<file path="src/rtl/pmem.sv">
// pmem: parametrised single-port synchronous memory with a built-in INIT
// sweep, command gating and a 1- or 2-cycle read pipeline.
//
// Ports:
//   clk      - single clock, rising edge
//   reset    - synchronous active-high reset; restarts the INIT sweep
//   clear    - request a new INIT sweep (accepted in INIT and IDLE)
//   read     - read command (IDLE only)
//   write    - write command (IDLE only)
//   addr     - command address
//   data_in  - write data
//   ready    - high while in IDLE; commands are accepted only then
//   data_out - read data, holds its last value between reads
//   rd_valid - one-cycle pulse when data_out carries new read data
//   conflict - one-cycle registered pulse for a read+write command
module pmem #(
    parameter int unsigned           DATA_WIDTH = 8,
    parameter int unsigned           ADDR_WIDTH = 5,
    parameter int unsigned           RD_LATENCY = 1,
    parameter logic [DATA_WIDTH-1:0] INIT_VALUE = '0
) (
    input  logic                  clk,
    input  logic                  reset,
    input  logic                  clear,
    input  logic                  read,
    input  logic                  write,
    input  logic [ADDR_WIDTH-1:0] addr,
    input  logic [DATA_WIDTH-1:0] data_in,
    output logic                  ready,
    output logic [DATA_WIDTH-1:0] data_out,
    output logic                  rd_valid,
    output logic                  conflict
);

    localparam int unsigned DEPTH = 2 ** ADDR_WIDTH;

    typedef enum logic {
        ST_INIT,
        ST_IDLE
    } state_t;

    state_t                state, state_next;
    logic [ADDR_WIDTH:0]   cnt, cnt_next, cnt_inc;
    logic                  mem_we;
    logic [ADDR_WIDTH-1:0] mem_wa;
    logic [DATA_WIDTH-1:0] mem_wd;
    logic                  rd_go;
    logic                  conflict_set;

    logic [DATA_WIDTH-1:0] mem [DEPTH];

    // The extra counter bit flags sweep completion without wrapping to 0.
    assign cnt_inc = cnt + {{ADDR_WIDTH{1'b0}}, 1'b1};

    // State register
    always_ff @(posedge clk) begin
        if (reset) begin
            state <= ST_INIT;
            cnt   <= '0;
        end else begin
            state <= state_next;
            cnt   <= cnt_next;
        end
    end

    // Next-state logic
    always_comb begin
        state_next = state;
        cnt_next   = cnt;
        case (state)
            ST_INIT: begin
                if (clear) begin
                    cnt_next = '0;
                end else begin
                    cnt_next = cnt_inc;
                    if (cnt_inc[ADDR_WIDTH]) begin
                        state_next = ST_IDLE;
                    end
                end
            end
            ST_IDLE: begin
                if (clear) begin
                    state_next = ST_INIT;
                    cnt_next   = '0;
                end
            end
            default: begin
                state_next = ST_INIT;
                cnt_next   = '0;
            end
        endcase
    end

    // Output / command decode
    always_comb begin
        ready        = (state == ST_IDLE);
        mem_we       = 1'b0;
        mem_wa       = addr;
        mem_wd       = data_in;
        rd_go        = 1'b0;
        conflict_set = 1'b0;
        if (!reset) begin
            if (state == ST_INIT) begin
                mem_we = 1'b1;
                mem_wa = cnt[ADDR_WIDTH-1:0];
                mem_wd = INIT_VALUE;
            end else if (!clear) begin
                if (read && write) begin
                    conflict_set = 1'b1;
                end else if (write) begin
                    mem_we = 1'b1;
                end else if (read) begin
                    rd_go = 1'b1;
                end
            end
        end
    end

    always_ff @(posedge clk) begin
        if (mem_we) begin
            mem[mem_wa] <= mem_wd;
        end
    end

    always_ff @(posedge clk) begin
        if (reset) begin
            conflict <= 1'b0;
        end else begin
            conflict <= conflict_set;
        end
    end

    // Read pipeline; clear does not touch it, so in-flight reads complete.
    if (RD_LATENCY == 1) begin : g_lat1
        always_ff @(posedge clk) begin
            if (reset) begin
                rd_valid <= 1'b0;
                data_out <= '0;
            end else begin
                rd_valid <= rd_go;
                if (rd_go) begin
                    data_out <= mem[addr];
                end
            end
        end
    end else begin : g_lat2
        logic                  s1_valid;
        logic [DATA_WIDTH-1:0] s1_data;

        always_ff @(posedge clk) begin
            if (reset) begin
                s1_valid <= 1'b0;
                rd_valid <= 1'b0;
                data_out <= '0;
            end else begin
                s1_valid <= rd_go;
                if (rd_go) begin
                    s1_data <= mem[addr];
                end
                rd_valid <= s1_valid;
                if (s1_valid) begin
                    data_out <= s1_data;
                end
            end
        end
    end

endmodule

</file>
<file path="config.mk">
export PLATFORM = sky130hd
export DESIGN_NAME = pmem
export DESIGN_NICKNAME = d
export VERILOG_FILES = /design/src/rtl/pmem.sv
export SDC_FILE = /design/constraint.sdc
export NUM_CORES = 1
export LEC_CHECK = 0
export BUFFER_PORTS_ARGS = -buffer_cell sky130_fd_sc_hd__buf_2
export CAP_MARGIN = 10
export CORE_ASPECT_RATIO = 1.25
export CORE_MARGIN = 4
export CORE_UTILIZATION = 40
export DETAILED_ROUTE_END_ITERATION = 16
export GPL_ROUTABILITY_DRIVEN = 0
export GPL_TIMING_DRIVEN = 0
export PLACE_DENSITY = 0.55
export SLEW_MARGIN = 20
export SYNTH_ARGS = -nofsm -noshare
export SYNTH_HDL_FRONTEND = slang
export SYNTH_SLANG_ARGS = --single-unit
</file>
<file path="constraint.sdc">
create_clock -name clk -period 2.6 [get_ports clk]
set_clock_uncertainty 0.15 [all_clocks]
set_input_delay 0.52 -clock clk [delete_from_list [all_inputs] [get_ports clk]]
set_output_delay 0.52 -clock clk [all_outputs]
set_load 0.01 [all_outputs]
</file>
After elaboration in Yosys (flattened, before gate mapping)
Memories as Yosys holds them, arrays and structs flattened. A register that Yosys moved wholly into a read port is not among the register bits.
Cells that the tools add are included.

operators by class
  add/subtract/negate cells = 1
  eq/ne operators = 1
  muxes and demuxes = 25
  bitwise gates (word level) = 1
  reduce and logical (&&, ||, !) cells = 2

operators with widths
  kind                                          number
  two-way mux 1 bit                             17
  two-way mux 8 bit                             2
  two-way mux 6 bit                             2
  one-hot mux 6 bit (2 select lines)            1
  two-way mux 5 bit                             2
  adder 6 x 1 -> 6 bit (second input constant)  1
  OR reduction 3 bit                            1
  != test 2 bit (second input constant)         1
  one-hot mux 1 bit (2 select lines)            1
  logical AND 1 bit                             1
  NOT 1 bit                                     1

word-level totals
  register bits after elaboration = 9
  bits in writable memories = 256
  input port bits = 18
  output and inout port bits = 11
  word-level logic and storage cells = 35
  memories = 1

memories
  name  words  width  rd ports  clocked after Yosys merged registers in  write ports  line  source
  mem   32     8      1         1                                        1            50    logic [DATA_WIDTH-1:0] mem [DEPTH];

Depth between registers and ports, before layout
  word-level depth = 7
  depth in mapped cells = 8
  gate-level depth less buffers = 5

Worst setup path after synthesis
No wires, ideal clock.

  path type = input to register
  from = input port reset
  to = memory mem[10][0], enable pin
  library setup time = 0.370 ns
  arrival time = 1.914 ns
  required time = 2.080 ns
  path slack = 0.166 ns
  cell stages on the path = 5
  buffers on the path = 1
  path through = clkbuf_1 nor2_1 nor3b_1 o21ai_1 nor2_1

on the way
  word-level cells in the longest chain between the ends = 3
  elaborated cells between the ends (all ways) = 4
  classes of those cells = 4 x mux

RTL lines
  element                                  line  source
  start: declaration                       23    input logic reset,
  two-way mux 1 bit                        102   if (!reset) begin
  two-way mux 1 bit                        120   if (mem_we) begin
  two-way mux 1 bit (implied by the code)  121   mem[mem_wa] <= mem_wd;
  end: declaration                         50

Parallel ways exist; a longest one is shown, timed or not.

Worst setup path in the final report
  from = register state, in the netlist ready
  to = memory mem[31][1], enable pin

on the way
  word-level cells in the longest chain between the ends = 4
  elaborated cells between the ends (all ways) = 6
  classes of those cells = 6 x mux

RTL lines
  element                                  line  source
  start: declaration                       42    state_t state, state_next;
  start signal: assignment                 61    state <= state_next;
  two-way mux 1 bit                        103   if (state == ST_INIT) begin
  two-way mux 1 bit                        102
  two-way mux 1 bit                        120
  two-way mux 1 bit (implied by the code)  121

Parallel ways exist; a longest one is shown, timed or not.

==> metrics.txt <==
Final Hold Fails 0; clock tree root driver cell clkbuf_16; antenna cells 0; Reg clk slew, reported paths 60 ps; fillers 2,349; Mean Syn Cell Area 16.3 sq um; vias in the first global route 6,267; Avg WL per Cell 24.2 microns; crit path kind reg2reg; first-pass GRT wire length 39,400 microns; CTS tree done; crit-path cells clkbuf_1 -> a21oi_1 -> nand2_1 -> nor2_2; CP max stage delay 590 ps; Synth top area share 69.8%; Hold Buf Count CTS 0; Synth cell types 32; Initial Util 40.8%; asr flop ratio synth 0%; CTS Buffer Depth 3; CP max stage cell nor2_2; Rel. slew slack 43.1%; Power Density 709 mW/mm^2; sequential area share after synthesis 72.9%; unrepaired setup endpoints after global routing yes; maximum achievable frequency 382 MHz; Post-DP Area 0.0116 sq mm; status complete, but fails checks; final worst path period need 2620 ps; Clock H-tree levels 1; Post-synth EDFFs 256; Syn Nets 695; ratio of final minimum period to clock period 101%; DR DRC count 0; drt via density 5.53; final setup violating endpoints 25; commonest non-fill, non-tap cell in the layout edfxtp_1; Via Count 6,051; Register Area 0.00803 sq mm; max-cap viol count 0; Area contributors post-synth edfxtp_1, mux2i_1, a22oi_1; IO buf count 27; die area 0.0302 sq mm; Syn Std Cell Area 0.0110 sq mm; synthesis warning total 0; crit path DAT 2630 ps; worst hold path type in2reg; Die Wd 156 microns; CTS Buf Count 26; Max VDD drop 0.318 mV; fraction of layout cells with a size suffix above 1 18.2%; Mapped Cells 676; initial antenna violation count 0; Max FO, Critical Path 10; commonest non-fill, non-tap cells in the layout edfxtp_1, mux2i_1, a22oi_1; WHS 124 ps; IO Pins 29; Main synth FF type edfxtp_1; height of the die 193 microns; Worst-Skew Late Latency 520 ps; row count 67; cell type with the largest total area after synthesis edfxtp_1; antenna-violating nets left 0; largest net degree at the start of global routing 33; failing checks negative setup slack; fin area 0.0125 sq mm; area of the multi-input gates 0.00285 sq mm; DPL Wire Length 18,100 microns; fin worst setup slack -17.4 ps; CP required 2610 ps; Worst Max-Slew Pin Slew 854 ps; Max Slew Vio Count 0; Final nets 750; Lkg Pwr 4.31 nW; synthesis-stage register bit count 273; DRT iter0 DRCs 528; type of origin of the critical path flip-flop; core area 0.0270 sq mm; first drt pass iteration count 5; P&R area growth vs syn 13.6%; Total Routed Length 26,500 microns; GRT Total Usage 17.4%; Sinks on Clock Net 273; gr ovfl total 0; Worst Setup End Kind flip-flop
synth_stat cells (4+ instances only):
library cell and count:
o21ai_1 4, clkbuf_1 15, and2_1 9, edfxtp_1 256, nor2_1 50, buf_4 8
a211oi_2 8, nand2_1 19, nand3_1 7, buf_2 8, or4_1 8, nor3_1 5
a21oi_1 33, nor3b_1 4, dfxtp_1 17, nor2b_1 5, nand3b_1 4, buf_12 4
a22oi_1 64, mux2i_1 130
registers in the layout, indices dropped and copies added, names as in the netlist:
name and count:
cnt 6, conflict 1, data_out 8, mem 256, rd_valid 1, ready 1
kinds of logic (layout without fill, tap and decap cells):
family / Yosys count / in the layout / synth area share, %
simple gates: 118 / 118 / 5.22
mux: 130 / 130 / 11.8
flops: 273 / 273 / 72.9
compound gates: 111 / 111 / 7.09
buf+inv: 39 / 112 / 2.49
fa+ha+maj: 1 / 1 / 0.114
xor+xnor: 4 / 4 / 0.318
final timing paths:
| check | cells after the start | end | start | slack, ps |
|---|---|---|---|---|
| worst max-delay path | 4 | mem[31][1] | ready | -20 |
| worst min-delay path | 3 | conflict | read | 120 |
| worst max register to register | 4 | mem[31][1] | ready | -20 |
| worst min register to register | 2 | cnt[5] | cnt[5] | 380 |
metrics by stage:
| step | setup WS, ps | power (W) | cells | utilization (%) | setup TNS [ps] |
|---|---|---|---|---|---|
| 4_1_cts | -180 | 0.00892 | 1094 | 46.1 | -6360 |
| 6_report | -17.4 | 0.00886 | 1094 | 46.3 | -281 |
| 3_3_place_gp | -791 | 0.00544 | 1048 | 42.9 | -250410 |
| 5_1_grt | -149 | 0.00912 | 1094 | 46.3 | -21460 |
| 3_5_place_dp | -851 | 0.00545 | 1048 | 42.9 | -220980 |
| 2_1_floorplan | 166 | 0.00525 | 676 | - | 0 |
cell type report:
type / instances / share of cell area (%)
Clock inverter: 10 / 0.571
Timing Repair Buffer: 27 / 1.08
Tap cell: 345 / 3.45
Multi-Input combinational cell: 364 / 22.8
Buffer: 39 / 2.21
Sequential cell: 273 / 64.2
Clock buffer: 36 / 5.68
worst max-delay path: cells and delay by family, from the launching register on:
| kind | cells | cell delay (ps) |
|---|---|---|
| compound gates | 1 | 420 |
| buf+inv | 1 | 230 |
| simple gates | 2 | 1140 |
| flops | 1 | 320 |
report_power, final:
| group | internal [W] | total, W | switching, W |
|---|---|---|---|
| clock | 0.00199 | 0.00349 | 0.00150 |
| sequential | 0.00483 | 0.00484 | 0.00000890 |
| combinational | 0.000163 | 0.000519 | 0.000357 |
| total | 0.00699 | 0.00886 | 0.00187 |
metal layers:
metal  wire, microns  part of all wire, %  GRT usage, %
met1           10800                   41          22.4
met2           13700                   52          30.6
met3            1210                  4.6          2.01
met4             808                  3.0          5.18
met5               0                    0             0
repair_timing:
item	4_1_cts	5_1_grt
buffers inserted	0	0
resized for setup	31	18
endpoints found under the setup margin	336	256
(Power assumes the default switching activity.)
